--- config.mk ---
export PLATFORM = sky130hd
export DESIGN_NAME = intersection_sched
export DESIGN_NICKNAME = d
export VERILOG_FILES = /design/src/rtl/sig_pkg.sv /design/src/rtl/phase_timer.sv /design/src/rtl/intersection_sched.sv
export SDC_FILE = /design/constraint.sdc
export NUM_CORES = 1
export LEC_CHECK = 0
export CORE_UTILIZATION = 47
export CTS_BUF_LIST = sky130_fd_sc_hd__clkbuf_4 sky130_fd_sc_hd__clkbuf_8
export CTS_CLUSTER_SIZE = 20
export DETAILED_ROUTE_END_ITERATION = 12
export PLACE_DENSITY = 0.77
export RECOVER_POWER = 50
export SLEW_MARGIN = 30
export SYNTH_ARGS = -nofsm -noshare
export SYNTH_HDL_FRONTEND = slang
export SYNTH_SLANG_ARGS = --single-unit
--- constraint.sdc ---
create_clock -name clock -period 2 [get_ports clock]
set_input_delay 0.3 -clock clock [delete_from_list [all_inputs] [get_ports clock]]
set_output_delay 0.3 -clock clock [all_outputs]
set_load 0.01 [all_outputs]
--- src/rtl/sig_pkg.sv ---
// rtl/sig_pkg.sv - shared state codes and light encodings for intersection_sched
// Contents: state_t (S0..S5, codes 0..5), light constants GREEN/YELLOW/RED (one-hot).
package sig_pkg;

    // S0 HG_CR, S1 HY_CR, S2 RR_TO_C, S3 HR_CG, S4 HR_CY, S5 RR_TO_H
    typedef enum logic [2:0] {
        S0 = 3'd0,
        S1 = 3'd1,
        S2 = 3'd2,
        S3 = 3'd3,
        S4 = 3'd4,
        S5 = 3'd5
    } state_t;

    localparam logic [2:0] GREEN  = 3'b001;
    localparam logic [2:0] YELLOW = 3'b010;
    localparam logic [2:0] RED    = 3'b100;

endpackage

--- src/rtl/phase_timer.sv ---
// rtl/phase_timer.sv - saturating phase timer with synchronous restart
// Ports: clock, clear (sync active-high), restart (zero on next edge), count [CNT_W-1:0].
module phase_timer #(
    parameter int CNT_W = 5
) (
    input  logic             clock,
    input  logic             clear,
    input  logic             restart,
    output logic [CNT_W-1:0] count
);

    always_ff @(posedge clock) begin
        if (clear || restart) begin
            count <= '0;
        end else if (count != {CNT_W{1'b1}}) begin
            count <= count + 1'b1;
        end
    end

endmodule

--- src/rtl/intersection_sched.sv ---
// rtl/intersection_sched.sv - highway/country-road light scheduler with pedestrian requests
// Ports: clock, clear (sync active-high), x (country car present), ped_req, ped_ack,
//        ped_walk, hwy[2:0], crd[2:0], state_o[2:0].
// Optional macro EMERGENCY_PREEMPT_EN adds preempt (in) and preempt_active (out).
module intersection_sched
    import sig_pkg::*;
#(
    parameter int MIN_GREEN     = 8,
    parameter int MAX_CRD_GREEN = 16,
    parameter int Y2R_CYCLES    = 3,
    parameter int R2G_CYCLES    = 2,
    parameter int CNT_W         = 5
) (
    input  logic       clock,
    input  logic       clear,
    input  logic       x,
    input  logic       ped_req,
    output logic       ped_ack,
    output logic       ped_walk,
    output logic [2:0] hwy,
    output logic [2:0] crd,
`ifdef EMERGENCY_PREEMPT_EN
    input  logic       preempt,
    output logic       preempt_active,
`endif
    output logic [2:0] state_o
);

    // Last timer value of each phase; a phase ends when the timer reaches it.
    localparam logic [CNT_W-1:0] MIN_G_LAST = CNT_W'(MIN_GREEN - 1);
    localparam logic [CNT_W-1:0] MAX_C_LAST = CNT_W'(MAX_CRD_GREEN - 1);
    localparam logic [CNT_W-1:0] Y2R_LAST   = CNT_W'(Y2R_CYCLES - 1);
    localparam logic [CNT_W-1:0] R2G_LAST   = CNT_W'(R2G_CYCLES - 1);

    state_t             state_q;
    state_t             state_d;
    logic [CNT_W-1:0]   timer;
    logic               restart;
    logic               ped_pend_q;
    logic               ped_pend_d;
    logic               clr_pend;
    logic               ped_accept;
    logic               force_pre;

`ifdef EMERGENCY_PREEMPT_EN
    always_ff @(posedge clock) begin
        if (clear) begin
            preempt_active <= 1'b0;
        end else begin
            preempt_active <= preempt;
        end
    end
    assign force_pre = preempt_active;
`else
    assign force_pre = 1'b0;
`endif

    // Timer restarts whenever the state is about to change, so it reads
    // zero in the first cycle of every state.
    assign restart = (state_d != state_q);

    phase_timer #(
        .CNT_W (CNT_W)
    ) u_phase_timer (
        .clock   (clock),
        .clear   (clear),
        .restart (restart),
        .count   (timer)
    );

    always_ff @(posedge clock) begin
        if (clear) begin
            state_q    <= S0;
            ped_pend_q <= 1'b0;
            ped_ack    <= 1'b0;
        end else begin
            state_q    <= state_d;
            ped_pend_q <= ped_pend_d;
            ped_ack    <= ped_accept;
        end
    end

    always_comb begin
        state_d = state_q;
        case (state_q)
            S0: begin
                if (!force_pre && (timer >= MIN_G_LAST) && (x || ped_pend_q)) begin
                    state_d = S1;
                end
            end
            S1: begin
                if (timer == Y2R_LAST) begin
                    state_d = S2;
                end
            end
            S2: begin
                // Under preemption the country phase is skipped; the pending
                // pedestrian request survives for the next round.
                if (timer == R2G_LAST) begin
                    state_d = force_pre ? S0 : S3;
                end
            end
            S3: begin
                if (force_pre || (!x && (timer >= MIN_G_LAST)) || (timer == MAX_C_LAST)) begin
                    state_d = S4;
                end
            end
            S4: begin
                if (timer == Y2R_LAST) begin
                    state_d = S5;
                end
            end
            S5: begin
                if (timer == R2G_LAST) begin
                    state_d = S0;
                end
            end
            default: state_d = S0;
        endcase
    end

    // Entering S3 serves the pending request. A request arriving in that
    // same cycle is acknowledged but does not re-arm the pending flag.
    always_comb begin
        clr_pend   = (state_q == S2) && (state_d == S3);
        ped_accept = ped_req && (!ped_pend_q || clr_pend || (state_q == S3));
        ped_pend_d = ped_pend_q;
        if (clr_pend) begin
            ped_pend_d = 1'b0;
        end else if (ped_req && !ped_pend_q && (state_q != S3)) begin
            ped_pend_d = 1'b1;
        end
    end

    always_comb begin
        hwy      = GREEN;
        crd      = RED;
        ped_walk = 1'b0;
        state_o  = state_q;
        case (state_q)
            S0: begin hwy = GREEN;  crd = RED;    end
            S1: begin hwy = YELLOW; crd = RED;    end
            S2: begin hwy = RED;    crd = RED;    end
            S3: begin hwy = RED;    crd = GREEN;  ped_walk = 1'b1; end
            S4: begin hwy = RED;    crd = YELLOW; end
            S5: begin hwy = RED;    crd = RED;    end
            default: begin hwy = GREEN; crd = RED; end
        endcase
    end

endmodule

==> metrics, run 1 <==
Max clock buf depth=2; met2 Track Usage GR=0.309; hpwl dp=~1300 um; Net Sw Power=around 0.13 mW; H-tree depth=1; initial antenna violation count=0; Flop pwr share=0.453; Mean Syn Cell Area=7.98 sq um; Overflow after GRT=0; io pins=15; CTS sink count=10; Die Y=between 40 and 50 um; Clock Latency Late Sink=~0.28 ns; initial core utilization=0.537; post-synthesis sequential area ratio=0.270; Num CTS Buffers=3; # Post-CTS Setup Buffers=0; Worst setup EP type=flop; Ant. Diodes=0; Row Count=13; wire per inst=~13 um; vias in the first global route=652; synthesized area=around 740 sq um; Tot GR Track Use=0.206; DRC=0; iteration-0 DRC count of the detailed router=10; Detailed Routing Iterations Pass 1=4; CP required=2.20 ns; Synthesized Nets=about 100; die area=about 1700 sq um; Global Route met1 Usage=0.257; FF+latch count, synth=10; Tightest Pin Transition=approximately 0.42 ns; Setup TNS Final=0 ns; Power Internal=0.358 mW; Switching Share=0.269; Critical Path AT=roughly 2 ns; first-pass GRT wire length=~2800 um; Static Leak=approximately 0.41 nW; Max-slew headroom=0.720; combinational power share=0.152; CTS tree=built; Max VDD drop=0.000410 V; WHS=slightly above 0.5 ns; area delta synth->final=31.9%; final setup violation count=0; buffers added on ports=14; CTS Hold Bufs=0; max_cap viols=0; Final Cycle Share=0.930; Yosys cell types=34; largest net degree at the start of global routing=12; clock root cell=clkbuf_4; met3 usage=0.0913; Inst Count DP=124; final cell utilization of the core=0.708; Layout Cells excl Fill=128; vias post-DR=between 700 and 800; Layout Skew=~0.014 ns; layout filler cell count=110; die span in x=41.7 um; final hold violations=0; Mapped Cells=93; RSZ-0062 raised after global routing=false; GR peak layer=met2; Yosys warnings=0; CTS clock-pin slew for the worst setup and hold paths=around 0.080 ns; Worst Setup Start Kind=flop; critical path class=flop to flop; crit-path max FO=5; Fmax=between 500 and 600 MHz; Core Region=between 1000 and 1500 sq um; Routed Antenna Nets=0; final worst path period need=around 1.9 ns; status=complete, no violations; Via-to-Cell Ratio=~5.7; Layout Nets=roughly 120; Routability Congestion=roughly 0.86; clock share of power=0.394; final wirelength=1650 um; Hold Path Class=flop to flop; share of cells above drive strength 1=0.239; fin. max-slew vios=0; PD cells=501 nW/um^2
-- stage by stage --
stage / setup WS (ns) / power, mW / cell area (sq um)
6_report: 0.140 / 0.490 / 978
2_1_floorplan: 0.168 / 0.269 / 742
3_3_place_gp: 0.0531 / 0.298 / 922
5_1_grt: 0.0210 / 0.515 / 978
3_5_place_dp: 0.00261 / 0.300 / 922
4_1_cts: 0.000153 / 0.488 / 962
-- routing by layer --
metal / share of wire / vias up / routed length (um)
li1: - / 371 / -
met1: 0.47 / 335 / 778
met2: 0.47 / 15 / 776
met3: 0.044 / 5 / 72
met4: 0.014 / 0 / 23
met5: 0 / - / 0
-- cells in the mapped netlist --
master | number | share of area
and3_1 | 1 | 0.0084
and3b_1 | 1 | 0.012
o21bai_1 | 1 | 0.010
a311oi_1 | 2 | 0.024
clkbuf_1 | 2 | 0.010
xnor2_1 | 1 | 0.012
a21oi_2 | 1 | 0.012
nor4_2 | 1 | 0.017
nand3_1 | 1 | 0.0067
nor4b_1 | 1 | 0.012
buf_6 | 1 | 0.015
and2_1 | 1 | 0.0084
a211oi_1 | 2 | 0.020
nor2_1 | 12 | 0.061
a211o_1 | 1 | 0.012
o221ai_2 | 1 | 0.020
nor4_1 | 1 | 0.0084
mux2_2 | 1 | 0.015
o21ai_0 | 6 | 0.040
nand4b_1 | 2 | 0.024
nand2_1 | 5 | 0.025
ha_1 | 6 | 0.10
buf_2 | 1 | 0.0067
and2b_1 | 2 | 0.020
dfxtp_1 | 10 | 0.27
and3_2 | 1 | 0.010
o211ai_1 | 2 | 0.020
or3_4 | 1 | 0.015
xor2_1 | 2 | 0.024
nand2b_1 | 3 | 0.025
inv_1 | 6 | 0.030
nor3_2 | 1 | 0.013
a21oi_1 | 12 | 0.081
buf_4 | 1 | 0.010
-- layout by cell type, fill, tap and decap left out, drive strengths merged, types with 3 or more instances in the layout --
cell           instances
clkdlybuf4s50          5
o21ai                  6
dfxtp                 10
ha                     6
clkbuf                 5
dlygate4sd3            3
buf                    7
nand2b                 3
a21oi                 13
nand2                  5
nor2                  12
inv                    6
-- cell type report --
type,count,area (sq um),area share
Multi-Input combinational cell,72,507,0.518
Sequential cell,10,208,0.212
Timing Repair Buffer,21,186,0.191
Clock buffer,4,36.3,0.0371
Inverter,6,22.5,0.0230
Tap cell,15,18.8,0.0192
-- state kept, by name (all words and copies together) (netlist names) --
register / count
ped_pend_q: 1
state_o: 3
ped_ack: 1
u_phase_timer.count: 5
-- logic make-up after synthesis --
family,after synthesis,synth area share
AO/OA/AOI/OAI,28,0.239
multiplexers,1,0.0152
XOR/XNOR,3,0.0354
buffers and inverters,11,0.0725
flip-flops,10,0.270
AND/OR/NAND/NOR,34,0.266
adder cells (fa/ha/maj),6,0.101
-- worst paths after layout --
| kind | end | slack [ns] | cells past startpoint | from |
|---|---|---|---|---|
| worst max register to register | u_phase_timer.count[3]$_SDFFE_PP0P_ | 0.14 | 8 | u_phase_timer.count[0]$_SDFFE_PP0P_ |
| worst max-delay path | u_phase_timer.count[3]$_SDFFE_PP0P_ | 0.14 | 8 | u_phase_timer.count[0]$_SDFFE_PP0P_ |
| worst min-delay path | state_o[1]$_SDFF_PP0_ | 0.50 | 1 | state_o[2]$_SDFF_PP0_ |
| worst min register to register | state_o[1]$_SDFF_PP0_ | 0.50 | 1 | state_o[2]$_SDFF_PP0_ |
-- repair_timing --
item                       CTS  global route
setup endpoints to repair    6             9
resized for setup            6            12
pin swaps                    2             4
gates cloned                 0             0
-- power groups by stage --
stage	logic, mW	registers (mW)	clock network [mW]
final	0.0746	0.222	0.193
after global routing	0.0839	0.224	0.207
after CTS	0.0746	0.220	0.193
after detailed placement	0.0743	0.226	0
after global placement	0.0726	0.225	0
after floorplan	0.0450	0.224	0
-- worst max-delay path, cell delays in order, from the launching register on --
cell and delay [ns]:
dfxtp_2 0.34, ha_2 0.20, and3_1 0.21, ha_2 0.20
o21ai_1 0.12, nand4b_1 0.09, a311oi_1 0.21, o211ai_1 0.23
a21oi_1 0.19
No activity file was read; power rests on OpenSTA's default activity.
==> inputs of run 2 (changes only) <==
Settings changed: CTS_CLUSTER_DIAMETER set to 80.
==> results of run 2 <==
Same layout as run 1: the final DEF is identical, and so are final timing and power.
